==> src/rtl/morse_pkg.sv <==
// morse_pkg: shared definitions for the Morse encoder.
//   state_t      FSM state encoding
//   SPACE        code of the word-space symbol
//   MAX_VALID    highest code that maps to a symbol
//   DOT..WORD    durations in Morse time units
//   rom_t        lookup result {valid, len[2:0], pat[4:0]}
package morse_pkg;

  typedef enum logic [2:0] {
    IDLE,
    MARK,
    ELEM_GAP,
    CHAR_GAP,
    WORD_GAP
  } state_t;

  localparam int PAT_W = 5;

  localparam logic [5:0] SPACE     = 6'd36;
  localparam logic [5:0] MAX_VALID = 6'd36;

  localparam logic [2:0] DOT  = 3'd1;
  localparam logic [2:0] DASH = 3'd3;
  localparam logic [2:0] ELEM = 3'd1;
  localparam logic [2:0] CHAR = 3'd3;
  localparam logic [2:0] WORD = 3'd4;

  // pat is left-aligned: element i lives in bit PAT_W-1-i, 1 = dash.
  typedef struct packed {
    logic             valid;
    logic [2:0]       len;
    logic [PAT_W-1:0] pat;
  } rom_t;

  function automatic rom_t rom_entry(input logic [2:0] len, input logic [PAT_W-1:0] pat);
    rom_t r;
    r.valid = 1'b1;
    r.len   = len;
    r.pat   = pat;
    return r;
  endfunction

endpackage

==> src/rtl/morse_rom.sv <==
// morse_rom: combinational code -> element pattern lookup.
//   code   in   6-bit symbol code (0-25 A-Z, 26-35 digits, 36 word space)
//   entry  out  {valid, len, pat}; word space is valid with len 0,
//               codes above MAX_VALID return all zeros (invalid)
module morse_rom
  import morse_pkg::*;
(
  input  logic [5:0] code,
  output rom_t       entry
);

  always_comb begin
    entry = '0;
    if (code <= MAX_VALID) begin
      case (code)
        6'd0:  entry = rom_entry(3'd2, 5'b01000); // A .-
        6'd1:  entry = rom_entry(3'd4, 5'b10000); // B -...
        6'd2:  entry = rom_entry(3'd4, 5'b10100); // C -.-.
        6'd3:  entry = rom_entry(3'd3, 5'b10000); // D -..
        6'd4:  entry = rom_entry(3'd1, 5'b00000); // E .
        6'd5:  entry = rom_entry(3'd4, 5'b00100); // F ..-.
        6'd6:  entry = rom_entry(3'd3, 5'b11000); // G --.
        6'd7:  entry = rom_entry(3'd4, 5'b00000); // H ....
        6'd8:  entry = rom_entry(3'd2, 5'b00000); // I ..
        6'd9:  entry = rom_entry(3'd4, 5'b01110); // J .---
        6'd10: entry = rom_entry(3'd3, 5'b10100); // K -.-
        6'd11: entry = rom_entry(3'd4, 5'b01000); // L .-..
        6'd12: entry = rom_entry(3'd2, 5'b11000); // M --
        6'd13: entry = rom_entry(3'd2, 5'b10000); // N -.
        6'd14: entry = rom_entry(3'd3, 5'b11100); // O ---
        6'd15: entry = rom_entry(3'd4, 5'b01100); // P .--.
        6'd16: entry = rom_entry(3'd4, 5'b11010); // Q --.-
        6'd17: entry = rom_entry(3'd3, 5'b01000); // R .-.
        6'd18: entry = rom_entry(3'd3, 5'b00000); // S ...
        6'd19: entry = rom_entry(3'd1, 5'b10000); // T -
        6'd20: entry = rom_entry(3'd3, 5'b00100); // U ..-
        6'd21: entry = rom_entry(3'd4, 5'b00010); // V ...-
        6'd22: entry = rom_entry(3'd3, 5'b01100); // W .--
        6'd23: entry = rom_entry(3'd4, 5'b10010); // X -..-
        6'd24: entry = rom_entry(3'd4, 5'b10110); // Y -.--
        6'd25: entry = rom_entry(3'd4, 5'b11000); // Z --..
        6'd26: entry = rom_entry(3'd5, 5'b11111); // 0 -----
        6'd27: entry = rom_entry(3'd5, 5'b01111); // 1 .----
        6'd28: entry = rom_entry(3'd5, 5'b00111); // 2 ..---
        6'd29: entry = rom_entry(3'd5, 5'b00011); // 3 ...--
        6'd30: entry = rom_entry(3'd5, 5'b00001); // 4 ....-
        6'd31: entry = rom_entry(3'd5, 5'b00000); // 5 .....
        6'd32: entry = rom_entry(3'd5, 5'b10000); // 6 -....
        6'd33: entry = rom_entry(3'd5, 5'b11000); // 7 --...
        6'd34: entry = rom_entry(3'd5, 5'b11100); // 8 ---..
        6'd35: entry = rom_entry(3'd5, 5'b11110); // 9 ----.
        default: entry = rom_entry(3'd0, 5'b00000); // word space
      endcase
    end
  end

endmodule

==> src/rtl/morse_encoder.sv <==
// morse_encoder: serialises one symbol code at a time into a Morse key signal.
//   clk         system clock, rising edge
//   rst         asynchronous active-low reset
//   enable      encoder may run; low forces IDLE and discards the symbol
//   char_valid  char_code valid this cycle
//   char_code   6-bit symbol code
//   char_ready  encoder can accept a symbol (IDLE, enabled, out of reset)
//   morse_out   registered key output, 1 only in MARK
//   busy        symbol in progress
//   done        one-cycle pulse on the last cycle of a symbol's trailing gap
//   err         one-cycle pulse after an invalid code is accepted
module morse_encoder
  import morse_pkg::*;
#(
  parameter int UNIT_CYCLES = 12_500_000
) (
  input  logic       clk,
  input  logic       rst,
  input  logic       enable,
  input  logic       char_valid,
  input  logic [5:0] char_code,
  output logic       char_ready,
  output logic       morse_out,
  output logic       busy,
  output logic       done,
  output logic       err
);

  localparam int             CW       = $clog2(UNIT_CYCLES);
  localparam logic [CW-1:0]  CYC_LAST = CW'(UNIT_CYCLES - 1);
  localparam logic [CW-1:0]  CYC_PRE  = CW'(UNIT_CYCLES - 2);

  state_t           state;
  logic [CW-1:0]    cyc;     // cycle within the current unit
  logic [2:0]       unit;    // units elapsed in the current state
  logic [2:0]       idx;     // element index within the symbol
  logic [2:0]       len_q;
  logic [PAT_W-1:0] pat_q;
  logic             armed;   // low until the first edge after reset
  logic [2:0]       target;
  logic             unit_last, last_cyc, pre_last, take;
  rom_t             rom;

  morse_rom u_rom (
    .code  (char_code),
    .entry (rom)
  );

  assign char_ready = armed & enable & (state == IDLE);
  assign take       = char_ready & char_valid;

  // Length of the current state in units.
  always_comb begin
    target = DOT;
    case (state)
      MARK:     target = pat_q[3'd4 - idx] ? DASH : DOT;
      ELEM_GAP: target = ELEM;
      CHAR_GAP: target = CHAR;
      WORD_GAP: target = WORD;
      default:  target = DOT;
    endcase
  end

  assign unit_last = (unit == target - 3'd1);
  assign last_cyc  = unit_last & (cyc == CYC_LAST);
  // done is registered, so it is raised one cycle ahead of the gap's end.
  assign pre_last  = unit_last & (cyc == CYC_PRE);

  always_ff @(posedge clk or negedge rst) begin
    if (!rst) begin
      state     <= IDLE;
      cyc       <= '0;
      unit      <= '0;
      idx       <= '0;
      len_q     <= '0;
      pat_q     <= '0;
      armed     <= 1'b0;
      morse_out <= 1'b0;
      busy      <= 1'b0;
      done      <= 1'b0;
      err       <= 1'b0;
    end else begin
      armed <= 1'b1;
      done  <= 1'b0;
      err   <= 1'b0;
      if (!enable) begin
        state     <= IDLE;
        cyc       <= '0;
        unit      <= '0;
        idx       <= '0;
        morse_out <= 1'b0;
        busy      <= 1'b0;
      end else begin
        case (state)
          IDLE: begin
            cyc  <= '0;
            unit <= '0;
            idx  <= '0;
            if (take) begin
              // Symbol is captured here; char_code is ignored afterwards.
              len_q <= rom.len;
              pat_q <= rom.pat;
              if (!rom.valid) begin
                err  <= 1'b1;
                done <= 1'b1;
              end else if (char_code == SPACE) begin
                state <= WORD_GAP;
                busy  <= 1'b1;
              end else begin
                state     <= MARK;
                morse_out <= 1'b1;
                busy      <= 1'b1;
              end
            end
          end
          default: begin
            if (last_cyc) begin
              cyc  <= '0;
              unit <= '0;
              case (state)
                MARK: begin
                  morse_out <= 1'b0;
                  state     <= (idx == len_q - 3'd1) ? CHAR_GAP : ELEM_GAP;
                end
                ELEM_GAP: begin
                  morse_out <= 1'b1;
                  idx       <= idx + 3'd1;
                  state     <= MARK;
                end
                default: begin
                  busy  <= 1'b0;
                  idx   <= '0;
                  state <= IDLE;
                end
              endcase
            end else begin
              if (cyc == CYC_LAST) begin
                cyc  <= '0;
                unit <= unit + 3'd1;
              end else begin
                cyc <= cyc + CW'(1);
              end
              if ((state == CHAR_GAP || state == WORD_GAP) && pre_last)
                done <= 1'b1;
            end
          end
        endcase
      end
    end
  end

endmodule
==> config.mk <==
export PLATFORM = sky130hd
export DESIGN_NAME = morse_encoder
export DESIGN_NICKNAME = d
export VERILOG_FILES = /design/src/rtl/morse_pkg.sv /design/src/rtl/morse_rom.sv /design/src/rtl/morse_encoder.sv
export SDC_FILE = /design/constraint.sdc
export NUM_CORES = 1
export LEC_CHECK = 0
export BUFFER_PORTS_ARGS = -buffer_cell sky130_fd_sc_hd__buf_2
export CAP_MARGIN = 30
export CORE_MARGIN = 1.5
export CORE_UTILIZATION = 58
export DETAILED_ROUTE_END_ITERATION = 8
export PLACE_DENSITY = 0.81
export REMOVE_ABC_BUFFERS = 1
export SYNTH_ARGS = -nofsm -noshare
export SYNTH_HDL_FRONTEND = slang
export SYNTH_HIERARCHICAL = 1
export SYNTH_SLANG_ARGS = --single-unit
export TNS_END_PERCENT = 30
==> constraint.sdc <==
create_clock -name clk -period 4.6 [get_ports clk]
set_input_delay 0.92 -clock clk [delete_from_list [all_inputs] [get_ports clk]]
set_output_delay 0.92 -clock clk [all_outputs]
set_load 0.005 [all_outputs]
==> flow_summary.yaml, run 1 <==
outcome:
  outcome: "complete, no violations"
global_routing:
  via_count_of_the_first_global_routing_pass: 2306
  grt_overflow: 0
  antenna_found_initial: 0
  grt_usage: 0.230
  grt_start_max_net_pins: 32
  first_pass_grt_wire_length_mm: 11.0
power:
  ir_worst_vdd_uv: 164
  power_density_nw_per_um2: 355
  total_power_uw: 1180
  total_leakage_power_uw: 0.00142
yosys:
  synth_seq_area_share: 0.367
  yosys_warnings: 6
  synth_enable_flop_cells: 0
  post_synth_instance_area_um2: 3140
  post_synth_num_cell_types: 63
  post_synth_inst_count: 333
  ys_ff_latch: 46
  postSynth.topFlopCell: "sky130_fd_sc_hd__dfrtp_1"
  synthArstFlopShare: 1.00
  synth.top_cell.area_share: 0.367
  synth_area_leaders: "sky130_fd_sc_hd__dfrtp_1, sky130_fd_sc_hd__ha_1, sky130_fd_sc_hd__xnor2_1"
  syn_area_per_cell_um2: 9.42
  synth_top_area_cell: "sky130_fd_sc_hd__dfrtp_1"
finish:
  drive_above_1_share: 0.129
  finish.utilization: 0.643
  fill_cells: 433
  layout.cells.most_common: "sky130_fd_sc_hd__dfrtp_1"
  flow.area_growth_from_synthesis_pct: 6.02
  insertedDiodeCount: 0
  layout.nets: 366
  most-common-layout-cells: "sky130_fd_sc_hd__dfrtp_1, sky130_fd_sc_hd__nor2_1, sky130_fd_sc_hd__nand2_1, sky130_fd_sc_hd__xnor2_1"
drt:
  route.final.wire_length_mm: 6.17
  drc: 0
  drt-pass1-iter-count: 4
  wire_per_inst_um: 15.0
  postRouteAntennaNets: 0
  via_per_inst: 6.03
  drt_iter0_markers: 221
  dr_total_vias: 2485
floorplanning:
  ios: 15
  die_span_y_um: 76.5
  row_count: 26
  design.die.area_um2: 5860
  die_w_um: 76.5
  design.core.area_um2: 5170
  initial_core_util: 0.606
placement:
  post_placement_worst_setup_slack_ps: 1500
  placement.io_buffers: 14
  dp.final_hpwl_mm: 4.43
  globalplace.congestion: 0.913
clock_network:
  cts_hold_buffers: 0
  cts_made_buffers: 5
  worst_skew_pair_latency_ps: 300
  clock_tree.root_cell: "sky130_fd_sc_hd__clkbuf_8"
  total_number_of_clock_tree_sinks: 46
  post_cts.repair.setup_buffers: 0
  clk_transition_reported_paths_ps: 80
  clock_tree.htree_level_count: 2
  cts_resized: 0
  cts_tree: "done"
  clockBufferDepth: 2
min_path:
  hold_path_depth: 1
  worstHoldPathType: "flip-flop to flip-flop"
timing:
  fin_crit_sh: 0.674
  totalNegativeSetupSlack_ps: 0
  fin_crit_ps: 3100
  postLayoutSetupSlackWorst_ps: 1500
  max_slew.worst_pin.slew_ps: 658
  finalHoldViolations: 0
  grt_setup_unrepaired: "no"
  slew_headroom: 0.557
  worst_clock_skew_ps: 10.9
  final-setup-viol-count: 0
  finalMaxSlewViolations: 0
  max_freq_mhz: 323
  finalHoldWorstSlack_ps: 514
worst_setup_path:
  crit_arrival_ps: 3290
  largest_fanout_on_the_critical_path: 10
  cp-start-kind: "flip-flop"
  setup.worst_path.class: "flip-flop to flip-flop"
  cp.required_ps: 4790
  end_kind: "flip-flop"
  rr_worst_depth: 12
run:
  max_cap_viols: 0
## cells in the mapped netlist, types with 6 or more instances
master and n:
sky130_fd_sc_hd__a21oi_1 12, sky130_fd_sc_hd__and3_1 8, sky130_fd_sc_hd__buf_2 6, sky130_fd_sc_hd__dfrtp_1 46
sky130_fd_sc_hd__ha_1 15, sky130_fd_sc_hd__inv_1 14, sky130_fd_sc_hd__mux2i_1 6, sky130_fd_sc_hd__nand2_1 23
sky130_fd_sc_hd__nand3_1 15, sky130_fd_sc_hd__nor2_1 33, sky130_fd_sc_hd__nor2b_1 6, sky130_fd_sc_hd__nor3_1 13
sky130_fd_sc_hd__o21ai_0 12, sky130_fd_sc_hd__xnor2_1 17, sky130_fd_sc_hd__xor2_1 10
## worst max-delay path, stage by stage, from the launching register on
cell and delay, ps:
sky130_fd_sc_hd__dfrtp_1 450, sky130_fd_sc_hd__inv_1 100, sky130_fd_sc_hd__ha_1 340, sky130_fd_sc_hd__mux4_2 290
sky130_fd_sc_hd__nand2_1 70, sky130_fd_sc_hd__o41ai_1 50, sky130_fd_sc_hd__o21ai_0 150, sky130_fd_sc_hd__ha_1 260
sky130_fd_sc_hd__xnor2_1 130, sky130_fd_sc_hd__or4_4 510, sky130_fd_sc_hd__nand3_4 170, sky130_fd_sc_hd__nand3_2 130
sky130_fd_sc_hd__mux2_4 340
## through the flow
stage	area [um2]	std cells
finish	3330	412
global route	3330	412
CTS	3330	412
detailed placement	3240	404
global placement	3210	403
floorplan	3050	318
## registers in the layout (all words and copies together) (netlist names)
name	cells
cyc	24
pat_q	5
idx	3
len_q	3
state	3
unit	3
armed	1
busy	1
done	1
err	1
morse_out	1
## per-layer routing
layer / vias to the layer above / global-route usage / part of all wire
li1: 1215 / - / -
met1: 1205 / 0.328 / 0.48
met3: 10 / 0.0335 / 0.036
met5: - / 0 / 0
met2: 55 / 0.357 / 0.47
met4: 0 / 0.0833 / 0.018
## path summary, 6_finish.rpt
kind	to	slack, ps	startpoint
max	state[0]	1500	idx[0]
min	pat_q[2]	510	pat_q[2]
max reg2reg	state[0]	1500	idx[0]
min reg2reg	pat_q[2]	510	pat_q[2]
max in group asynchronous	cyc[2]	3510	rst
min in group asynchronous	state[1]	590	rst
## logic make-up after synthesis
group / Yosys count / share of synthesized area
buf+inv: 30 / 0.0467
compound gates: 56 / 0.128
other cells: 1 / 0.00120
fa+ha+maj: 15 / 0.0598
flops: 46 / 0.367
simple gates: 142 / 0.256
mux: 16 / 0.0658
xor+xnor: 27 / 0.0754
## layout make-up
cell class                      count  area, um2  area share
Sequential cell                    46       1150       0.346
Inverter                           15       56.3      0.0169
Clock buffer                        6       72.6      0.0218
Timing Repair Buffer               16        105      0.0316
Clock inverter                      2       13.8     0.00414
Tap cell                           70       87.6      0.0263
Multi-Input combinational cell    257       1840       0.553
## power by group
group	internal, uW	switching, uW
logic	191	224
registers	459	64.2
clock network	107	136
total	757	425
Power figures use the tool's default switching activity.
==> run 2, diff against run 1 <==
Clock period 4.6 ns to 2.9 ns, I/O delays scaled along.
==> flow_summary.yaml, run 2 (synthesis gave the netlist of run 1 again) <==
outcome:
  outcome: "complete, no violations"
worst_setup_path:
  cp_slowest_stage_delay_ps: 440
  setup.worst_path.class: "flip-flop to flip-flop"
  path_cells: "inv_2 -> ha_4 -> mux4_2 -> nand2_1 -> o41ai_1 -> o21ai_1 -> ha_1 -> xnor2_1 -> or4_4 -> nand3_4 -> nand4_4 -> mux2_4"
  end_kind: "flip-flop"
  cp-start-kind: "flip-flop"
  cp_slowest_cell: "sky130_fd_sc_hd__or4_4"
  cp.required_ps: 3100
  reg_to_reg_critical_path_startpoint: "idx[1]"
  crit_arrival_ps: 3060
  cp_startpoint: "idx[1]"
  largest_fanout_on_the_critical_path: 8
  rr_worst_depth: 12
floorplanning:
  design.core.area_um2: 5170
  die_w_um: 76.5
  row_count: 26
  initial_core_util: 0.606
  die_span_y_um: 76.5
  ios: 15
  design.die.area_um2: 5860
global_routing:
  antenna_found_initial: 0
  grt_start_max_net_pins: 47
  grt_usage: 0.242
  first_pass_grt_wire_length_mm: 11.6
  via_count_of_the_first_global_routing_pass: 2463
  grt_overflow: 0
placement:
  dp.final_hpwl_mm: 4.52
  post_placement_worst_setup_slack_ps: -78.0
  placement.io_buffers: 14
  globalplace.congestion: 0.908
drt:
  drt_iter0_markers: 156
  via_per_inst: 6.03
  route.final.wire_length_mm: 6.61
  drc: 0
  wire_per_inst_um: 15.7
  postRouteAntennaNets: 0
  drt-pass1-iter-count: 5
  dr_total_vias: 2546
timing:
  slew_headroom: 0.570
  finalMaxSlewViolations: 0
  max_slew.worst_pin.slew_ps: 639
  postLayoutSetupSlackWorst_ps: 39.9
  grt_setup_unrepaired: "yes"
  finalHoldViolations: 0
  final-setup-viol-count: 0
  fin_crit_sh: 0.986
  worst_clock_skew_ps: 16.7
  fin_crit_ps: 2860
  max_freq_mhz: 350
clock_network:
  clk_transition_reported_paths_ps: 90
  clock_tree.htree_level_count: 2
  cts_tree: "done"
  clock_tree.root_cell: "sky130_fd_sc_hd__clkbuf_8"
  worst_skew_pair_latency_ps: 310
  cts_hold_buffers: 0
  total_number_of_clock_tree_sinks: 46
  clockBufferDepth: 2
  cts_made_buffers: 5
power:
  ir_worst_vdd_uv: 437
  power_density_nw_per_um2: 626
  total_leakage_power_uw: 0.00149
finish:
  register_area_um2: 1150
  insertedDiodeCount: 0
  finish.utilization: 0.671
  largest_register_ff_count: 24
  layout.cells.most_common: "sky130_fd_sc_hd__dfrtp_1"
  most-common-layout-cells: "sky130_fd_sc_hd__dfrtp_1, sky130_fd_sc_hd__nor2_1, sky130_fd_sc_hd__nand2_1, sky130_fd_sc_hd__xnor2_1, sky130_fd_sc_hd__nand3_1"
  registers.top_by_ff_count: "cyc"
  drive_above_1_share: 0.165
  multi_input_comb_area_um2: 1870
  fill_cells: 397
  layout.nets: 376
  flow.area_growth_from_synthesis_pct: 10.6
  largest_registers: "cyc: 24 flops, pat_q: 5 flops"
min_path:
  worstHoldPathType: "input port to async pin"
run:
  max_cap_viols: 0
==> run 2: cell count changes in the layout (fill, tap and decap cells not counted), moves of 2 or more <==
cell	before	now
sky130_fd_sc_hd__buf_4	1	11
sky130_fd_sc_hd__bufinv_16	0	2
sky130_fd_sc_hd__inv_1	14	12
sky130_fd_sc_hd__inv_2	1	3
==> run 2: power by group <==
part / switching (uW) / leakage, uW / internal (uW)
Combinational: 425 / 0.000797 / 358
Sequential: 74.2 / 0.000626 / 728
Clock: 217 / 0.0000714 / 367
Total: 716 / 0.00149 / 1450
==> run 2: repair_timing <==
item / CTS / global route
pin swaps: 1 / 4
setup endpoints to repair: 6 / 9
setup buffers: 2 / 1
resized for setup: 2 / 5
==> run 2: through the flow <==
step	total power (uW)	hold slack [ps]	instances	instance area, um2	setup TNS, ps
after floorplan	1310	284	318	3050	-115
after global placement	1510	487	411	3270	0
after detailed placement	1540	492	411	3270	-223
after CTS	2140	366	421	3440	0
after global routing	2300	403	422	3470	-256
final	2170	342	422	3470	0
==> run 2: final timing paths <==
path | to | slack (ps)
min reg2reg | busy | 520
max in group asynchronous | pat_q[4] | 2160
max | morse_out | 40
min | busy | 340
max reg2reg | morse_out | 40
min in group clk | busy | 520
==> run 2: layout make-up <==
type                       count  area share
multi-input combinational    257       0.538
sequential                    46       0.332
timing repair buffer          26      0.0472
tap                           70      0.0252
clock buffer                   6      0.0238
clock inverter                 2      0.0173
inverter                      15      0.0162
==> run 2: per-layer routing <==
layer  wire length (um)  global-route usage  share of wire
met1               3150               0.336           0.48
met4                102              0.0667          0.015
met2               3090               0.387           0.47
met5                  0                   0              0
met3                262              0.0479          0.040
==> run 2: critical path: cells and delay by family, from the launching register on <==
kind	cells	cell delay (ps)
mux	2	610
xor+xnor	1	140
compound gates	2	220
fa+ha+maj	2	540
buf+inv	1	70
flops	1	390
simple gates	4	790
==> run 3, diff against run 2 <==
Settings changed: PLACE_DENSITY 0.81 to 0.87, SLEW_MARGIN from default to 20.
==> flow_summary.yaml, run 3 (synthesis gave the netlist of run 1 again) <==
outcome:
  outcome: "complete, no violations"
global_routing:
  first_pass_grt_wire_length_mm: 11.7
  antenna_found_initial: 0
  via_count_of_the_first_global_routing_pass: 2458
  grt_overflow: 0
  grt_usage: 0.247
  grt_start_max_net_pins: 32
finish:
  largest_register_ff_count: 24
  layout.nets: 373
  largest_registers: "cyc: 24 flops, pat_q: 5 flops"
  non_filler_cells_in_the_finished_layout: 419
  layout.cells.most_common: "sky130_fd_sc_hd__dfrtp_1"
  insertedDiodeCount: 0
  fill_cells: 376
  registers.top_by_ff_count: "cyc"
  register_area_um2: 1150
  drive_above_1_share: 0.152
  multi_input_comb_area_um2: 1860
  layout.cell_area.non_filler_um2: 3410
  flow.area_growth_from_synthesis_pct: 8.82
  most-common-layout-cells: "sky130_fd_sc_hd__dfrtp_1, sky130_fd_sc_hd__nor2_1, sky130_fd_sc_hd__nand2_1, sky130_fd_sc_hd__xnor2_1, sky130_fd_sc_hd__nand3_1"
placement:
  dp.final_hpwl_mm: 4.77
  placement.cell_area_um2: 3270
  globalplace.congestion: 0.889
  post_placement_worst_setup_slack_ps: -89.1
  placement.io_buffers: 14
  place_inst: 409
timing:
  fin_crit_ps: 2850
  finalHoldWorstSlack_ps: 210
  worst_clock_skew_ps: 6.41
  slew_headroom: 0.581
  max_freq_mhz: 351
  max_slew.worst_pin.slew_ps: 623
  final-setup-viol-count: 0
  finalMaxSlewViolations: 0
  postLayoutSetupSlackWorst_ps: 50.1
  fin_crit_sh: 0.983
  finalHoldViolations: 0
  grt_setup_unrepaired: "yes"
run:
  max_cap_viols: 0
drt:
  drc: 0
  route.final.wire_length_mm: 6.87
  drt-pass1-iter-count: 5
  dr_total_vias: 2602
  wire_per_inst_um: 16.4
  postRouteAntennaNets: 0
  via_per_inst: 6.21
  drt_iter0_markers: 166
power:
  power_density_nw_per_um2: 603
  total_power_uw: 2060
  total_leakage_power_uw: 0.00146
  ir_worst_vdd_uv: 412
floorplanning:
  initial_core_util: 0.606
  design.die.area_um2: 5860
  die_w_um: 76.5
  die_span_y_um: 76.5
  row_count: 26
  ios: 15
  design.core.area_um2: 5170
clock_network:
  cts_hold_buffers: 0
  clock_tree.htree_level_count: 2
  cts_tree: "done"
  worst_skew_pair_latency_ps: 300
  clockBufferDepth: 2
  clk_transition_reported_paths_ps: 80
  clock_tree.root_cell: "sky130_fd_sc_hd__clkbuf_8"
  cts_made_buffers: 5
  total_number_of_clock_tree_sinks: 46
min_path:
  worstHoldPathType: "input port to async pin"
worst_setup_path:
  cp_slowest_stage_delay_ps: 460
  cpLargestDelayFamily: "simple AND/OR/NAND/NOR gates"
  cp_slowest_cell: "sky130_fd_sc_hd__or4_4"
  crit_arrival_ps: 3040
  cp_num_buf_inv: 1
  cp.required_ps: 3090
  cp-start-kind: "flip-flop"
  largest_fanout_on_the_critical_path: 5
  setup.worst_path.class: "flip-flop to flip-flop"
  end_kind: "flip-flop"
  path_cells: "inv_2 -> ha_4 -> mux4_2 -> nand2_1 -> o41ai_1 -> o21ai_1 -> ha_1 -> xnor2_1 -> or4_4 -> nand3_4 -> nand3_2 -> mux2_4"
==> run 3: power breakdown <==
part | leakage [uW] | internal, uW | switching [uW] | total [uW]
combinational | 0.000779 | 348 | 437 | 785
clock | 0.0000514 | 257 | 209 | 466
sequential | 0.000626 | 728 | 79.4 | 808
==> run 3: per-stage QoR <==
step,utilization,setup TNS (ps)
6_report,0.660,0
5_1_grt,0.660,-534
2_1_floorplan,-,-115
3_3_place_gp,0.628,0
3_5_place_dp,0.632,-271
4_1_cts,0.659,0
==> run 3: timing repair <==
action | 4_1_cts | 5_1_grt
resized for setup | 3 | 1
buffers inserted | 1 | 0
pin swaps | 2 | 1
gates cloned | 1 | 0
setup endpoints to repair | 7 | 8
hold endpoints to repair | 0 | 0
==> run 3: worst reg2reg max path: stages, from the launching register on <==
cell and delay [ps]:
sky130_fd_sc_hd__dfrtp_1 400, sky130_fd_sc_hd__inv_2 70, sky130_fd_sc_hd__ha_4 280, sky130_fd_sc_hd__mux4_2 280
sky130_fd_sc_hd__nand2_1 70, sky130_fd_sc_hd__o41ai_1 70, sky130_fd_sc_hd__o21ai_1 130, sky130_fd_sc_hd__ha_1 250
sky130_fd_sc_hd__xnor2_1 140, sky130_fd_sc_hd__or4_4 460, sky130_fd_sc_hd__nand3_4 140, sky130_fd_sc_hd__nand3_2 120
sky130_fd_sc_hd__mux2_4 330
==> run 3: cell type report <==
type | count | share of cell area
multi-input cells | 258 | 0.545
inverters | 15 | 0.0165
clock buffers | 6 | 0.0213
flip-flops and latches | 46 | 0.337
repair buffers | 22 | 0.0429
clock inverters | 2 | 0.0110
well taps | 70 | 0.0257
==> run 3: final timing paths <==
kind | start | endpoint | slack (ps) | cells past startpoint
max in group asynchronous | rst | cyc[20] | 2200 | 2
max reg2reg | idx[0] | state[2] | 50 | 12
min | rst | armed | 210 | 1
min reg2reg | busy | busy | 510 | 1
min in group clk | busy | busy | 510 | 1
max | idx[0] | state[2] | 50 | 12
==> run 3: routing by layer <==
| layer | GRT usage | routed length [um] |
|---|---|---|
| met5 | 0 | 0 |
| met4 | 0.107 | 155 |
| met3 | 0.0407 | 322 |
| met2 | 0.405 | 3360 |
| met1 | 0.321 | 3030 |
